$ cat src/rtl/id_ex_stage.sv
// ID/EX pipeline register with load-use hazard detection and bubble insertion.
//
// Captures the decoded instruction from ID and presents it to EX one cycle later.
// A load in EX whose destination is read by the instruction in ID forces a one-cycle
// bubble (o_stall tells PC and IF/ID to hold).
//
// Per-edge priority: i_rst > i_flush > i_hold > o_stall > load.
//
// Ports:
//   i_clk, i_rst        clock, synchronous active-high reset
//   i_valid, i_opcode,
//   i_ctrl, i_rs1_data,
//   i_rs2_data, i_imm,
//   i_pc, i_rs1, i_rs2,
//   i_rd, i_funct       instruction fields from ID
//   i_flush             squash the ID instruction (taken branch)
//   i_hold              freeze the whole stage
//   o_valid .. o_funct  registered EX-side copies of the ID fields
//   o_stall             combinational load-use stall request
//   o_stall_cnt         saturating count of stall bubbles
//   o_flush_cnt         saturating count of flush bubbles
//
// i_ctrl layout: {reg_write, alu_src, mem_read, mem_write, mem_to_reg, branch, alu_op[1:0]}
module id_ex_stage #(
    parameter int unsigned XLEN  = 32,
    parameter int unsigned CNT_W = 16
) (
    input  logic             i_clk,
    input  logic             i_rst,
    input  logic             i_valid,
    input  logic [6:0]       i_opcode,
    input  logic [7:0]       i_ctrl,
    input  logic [XLEN-1:0]  i_rs1_data,
    input  logic [XLEN-1:0]  i_rs2_data,
    input  logic [XLEN-1:0]  i_imm,
    input  logic [XLEN-1:0]  i_pc,
    input  logic [4:0]       i_rs1,
    input  logic [4:0]       i_rs2,
    input  logic [4:0]       i_rd,
    input  logic [3:0]       i_funct,
    input  logic             i_flush,
    input  logic             i_hold,
    output logic             o_valid,
    output logic [7:0]       o_ctrl,
    output logic [XLEN-1:0]  o_rs1_data,
    output logic [XLEN-1:0]  o_rs2_data,
    output logic [XLEN-1:0]  o_imm,
    output logic [XLEN-1:0]  o_pc,
    output logic [4:0]       o_rs1,
    output logic [4:0]       o_rs2,
    output logic [4:0]       o_rd,
    output logic [3:0]       o_funct,
    output logic             o_stall,
    output logic [CNT_W-1:0] o_stall_cnt,
    output logic [CNT_W-1:0] o_flush_cnt
);

    localparam logic [6:0] OpRType  = 7'b0110011;
    localparam logic [6:0] OpLoad   = 7'b0000011;
    localparam logic [6:0] OpStore  = 7'b0100011;
    localparam logic [6:0] OpBranch = 7'b1100011;

    localparam logic [CNT_W-1:0] CntOne = {{(CNT_W-1){1'b0}}, 1'b1};
    localparam logic [CNT_W-1:0] CntMax = {CNT_W{1'b1}};

    localparam int unsigned CtrlMemRead = 5;

    logic rs1_used;
    logic rs2_used;
    logic hazard;

    // Only opcodes that actually read a source register can create a load-use hazard.
    always_comb begin
        rs1_used = 1'b0;
        rs2_used = 1'b0;
        case (i_opcode)
            OpRType, OpStore, OpBranch: begin
                rs1_used = 1'b1;
                rs2_used = 1'b1;
            end
            OpLoad: rs1_used = 1'b1;
            default: ;
        endcase
    end

    always_comb begin
        hazard = i_valid && o_valid && o_ctrl[CtrlMemRead] && (o_rd != 5'd0) &&
                 ((rs1_used && (o_rd == i_rs1)) || (rs2_used && (o_rd == i_rs2)));
        // Flush and hold both override the stall, so it is never requested under them.
        o_stall = hazard && !i_flush && !i_hold;
    end

    always_ff @(posedge i_clk) begin
        if (i_rst) begin
            o_valid     <= 1'b0;
            o_ctrl      <= '0;
            o_rs1_data  <= '0;
            o_rs2_data  <= '0;
            o_imm       <= '0;
            o_pc        <= '0;
            o_rs1       <= '0;
            o_rs2       <= '0;
            o_rd        <= '0;
            o_funct     <= '0;
            o_stall_cnt <= '0;
            o_flush_cnt <= '0;
        end else if (i_flush || (!i_hold && o_stall)) begin
            // Bubble: everything cleared, so the next cycle cannot see a stale load.
            o_valid    <= 1'b0;
            o_ctrl     <= '0;
            o_rs1_data <= '0;
            o_rs2_data <= '0;
            o_imm      <= '0;
            o_pc       <= '0;
            o_rs1      <= '0;
            o_rs2      <= '0;
            o_rd       <= '0;
            o_funct    <= '0;
            if (i_flush) begin
                if (o_flush_cnt != CntMax) begin
                    o_flush_cnt <= o_flush_cnt + CntOne;
                end
            end else if (o_stall_cnt != CntMax) begin
                o_stall_cnt <= o_stall_cnt + CntOne;
            end
        end else if (!i_hold) begin
            o_valid    <= i_valid;
            o_ctrl     <= i_valid ? i_ctrl : 8'd0;
            o_rs1_data <= i_rs1_data;
            o_rs2_data <= i_rs2_data;
            o_imm      <= i_imm;
            o_pc       <= i_pc;
            o_rs1      <= i_rs1;
            o_rs2      <= i_rs2;
            o_rd       <= i_rd;
            o_funct    <= i_funct;
        end
    end

endmodule

$ cat config.mk
export PLATFORM = sky130hd
export DESIGN_NAME = id_ex_stage
export DESIGN_NICKNAME = d
export VERILOG_FILES = /design/src/rtl/id_ex_stage.sv
export SDC_FILE = /design/constraint.sdc
export NUM_CORES = 1
export LEC_CHECK = 0
export CORE_ASPECT_RATIO = 1.2
export CORE_MARGIN = 8
export CORE_UTILIZATION = 42
export DETAILED_ROUTE_END_ITERATION = 16
export PLACE_DENSITY = 0.82
export SLEW_MARGIN = 20
export SYNTH_ARGS = -nofsm -noshare
export SYNTH_HDL_FRONTEND = slang
export SYNTH_SLANG_ARGS = --single-unit
$ cat constraint.sdc
create_clock -name i_clk -period 2.3 [get_ports i_clk]
set_input_delay 0.345 -clock i_clk [delete_from_list [all_inputs] [get_ports i_clk]]
set_output_delay 0.345 -clock i_clk [all_outputs]
set_load 0.02 [all_outputs]
==> reports/metrics.cfg <==
[status]
outcome = finished, violations left
violations = setup timing

[worst_setup_path]
r2r_start = o_rd[0]
cp.arrival_ps = 2670
cp-end-kind = register
critical_path_class = register to register
start_kind = register
reg2reg_depth = 9
regToRegEndpoint = o_imm[26]
reg2reg_slack_ps = -20
path_max_fanout = 7
cp.required_ps = 2650

[yosys]
avgSynthCellArea_um2 = 11.3
synth.net_count = 883
netlist_instances = 714
ys_ff_latch = 188
synth_edf_count = 0
synth_area_um2 = 8030
ys_warn_count = 0
synth-async-reset-ratio_pct = 0
synth_cell_types = 42
yosysSeqAreaShare_pct = 46.9
ys.flop_type = dfxtp_1

[final_layout]
areaGrowthSynthToFinish_pct = 66.1
fillCellCount = 1311
finish.net_count = 1278
fin_cells = 1378
antenna_cells = 0
drive_above_1_share_pct = 22.5

[hold_path]
hold_depth = 2
whs_endpoint = o_rs2_data[14]
worstHoldPathType = register to register
hold_start = o_rs2_data[14]

[pwr]
peakVddDrop_uv = 482
powerDensity_nw_per_um2 = 581
p_total_uw = 7750
leakagePower_uw = 0.00503

[floorplan]
fp.dieArea_um2 = 23800
die_h_um = 167
core_um2 = 18800
initial_core_util_pct = 42.8
num_rows = 55
die-width_um = 142
ios = 356

[timing]
hold_viol = 0
fin_crit_ps = 2320
fmax_mhz = 430
setup_viol = 2
fin_ws_ps = -23.1
whs_ps = 499
slew_viol_final = 0
max_slew.worst_pin.slew_ps = 905
finClkSkew_ps = 10.0
relSlewSlack_pct = 39.7
rsz0062_at_grt = yes
fin_crit_sh_pct = 101

[global_routing]
grt_pass1_wl_um = 38100
antenna_found_initial = 0
grt_usage_pct = 20.4
overflow = 0
grt_max_degree = 129
grt_pass1_vias = 6924

[clocking]
h-tree-depth = 4
cts_tree = done
clock_latency_ps = 430
clock_path_buffers = 2
clock-sinks = 188
cts_made_buffers = 17
cts_root_buf = clkbuf_16
clk_pin_slew_ps = 80
hold_buffers = 0

[placed_design]
post-dp-hpwl_um = 19200
gp_congestion = 0.819
dp.cells = 1330
port_buffers = 355

[detailed_routing]
detail-route-antenna-nets = 0
wire_per_inst_um = 19.5
drtIter0Drc = 265
vias = 6797
drtPass1Iterations = 7
routed_wl_um = 26900
drcViolationCount = 0
via_per_inst = 4.93

[job]
drv_cap = 0

metal layers:
metal	share of wire [%]	track usage (%)	vias up
met5	0	0	-
met4	2.2	5.71	0
met3	8.7	7.48	37
met2	53	38.0	264
met1	36	20.6	3269
li1	-	-	3227
critical path: stages (launching register included):
cell	delay, ps
dfxtp_2	320
or4_4	540
nor2_4	120
nor4_4	60
and2_4	180
buf_6	110
or3_4	420
buf_12	190
buf_6	130
nor2_1	160
through the flow:
| step | utilization, % | cell area [um2] | TNS, ps | setup slack [ps] |
|---|---|---|---|---|
| final | 71.0 | 13300 | -33.8 | -23.1 |
| after global routing | 71.0 | 13300 | -938 | -86.4 |
| after CTS | 67.5 | 12700 | -256 | -28.2 |
| after detailed placement | 64.1 | 12000 | -41070 | -371 |
| after global placement | 64.1 | 12000 | -35820 | -353 |
| after floorplan | - | 8030 | 0 | 37.6 |
Yosys cell counts, types with 3 or more instances:
master,number,area share [%]
dfxtp_1,188,47
mux2i_1,149,19
nor2_4,100,14
nor2_1,84,3.9
clkbuf_1,24,1.1
nand2_1,18,0.84
a21oi_1,16,1.0
nand3_1,14,0.87
xnor2_1,14,1.5
nand4_1,12,0.93
buf_12,10,2.5
xor2_1,10,1.1
a22oi_1,8,0.75
inv_1,8,0.37
buf_6,5,0.70
nor3_1,5,0.31
o21ai_0,5,0.31
and3_1,4,0.31
nor4_1,4,0.31
or3_1,4,0.31
buf_2,3,0.19
o41ai_1,3,0.33
or4_1,3,0.28
how the worst max path moves through the flow:
stage / to / start / cells after the start
after global routing: o_stall / o_rd[1] / 6
after detailed placement: o_stall / i_valid / 7
after CTS: o_stall / i_valid / 7
final: o_imm[26] / o_rd[0] / 9
after global placement: o_stall / i_valid / 7
after floorplan: o_funct[0] / o_rd[0] / 9
cell usage in the layout (no fill, tap or decap), types with 2 or more instances in the layout:
master	instances
nor4_1	3
mux2i_1	149
clkbuf_16	26
buf_12	12
xnor2_1	13
ha_1	2
nor2_2	4
buf_8	5
nor2_1	43
a311oi_1	2
a21oi_1	15
and4_1	2
or3_4	2
o21ai_0	5
dfxtp_1	187
and3_1	4
clkbuf_8	3
nand4_1	12
o41ai_1	3
nand2_1	18
nand3_1	13
buf_6	7
a22oi_1	8
or4_1	2
nor3_1	5
o31ai_1	2
xor2_1	10
inv_6	7
clkdlybuf4s50_1	353
or3_1	4
inv_8	2
nor2_4	137
buf_4	30
inv_1	8
kinds of logic (layout without fill, tap and decap cells):
logic type               after synthesis  count (layout)  share of synthesized area, %
AND/OR/NAND/NOR                      258             259                          23.2
AO/OA/AOI/OAI                         40              40                          3.21
multiplexers                         150             150                          18.7
flip-flops                           188             188                          46.9
adder cells (fa/ha/maj)                2               2                         0.311
buffers and inverters                 52             459                          5.11
XOR/XNOR                              24              24                          2.62
where the power goes:
group	internal, uW	switching [uW]	leakage, uW
Combinational	716	623	0.00321
Clock	1600	1410	0.000297
Sequential	3340	53.0	0.00153
Total	5660	2090	0.00503
area by class of cell:
cell class	instances	area (um2)	area share, %
Timing Repair Buffer	419	4430	33.2
Multi-Input combinational cell	475	4200	31.5
Sequential cell	188	3760	28.2
Clock buffer	19	453	3.39
Tap cell	256	320	2.40
Clock inverter	13	144	1.08
Inverter	8	30.0	0.225
repair_timing:
action | 4_1_cts | 5_1_grt
cloned | 0 | 10
resized for setup | 5 | 110
buffers inserted | 4 | 2
endpoints found under the setup margin | 101 | 142
pin swaps | 0 | 104
registers in the layout (all words and copies together), names as in the netlist:
name / count
o_rs2_data: 32
o_rd: 5
o_imm: 32
o_pc: 32
o_flush_cnt: 16
o_rs1_data: 32
o_funct: 4
o_rs2: 5
o_stall_cnt: 16
o_rs1: 5
o_ctrl: 8
o_valid: 1
No activity file was read; power rests on OpenSTA's default activity.
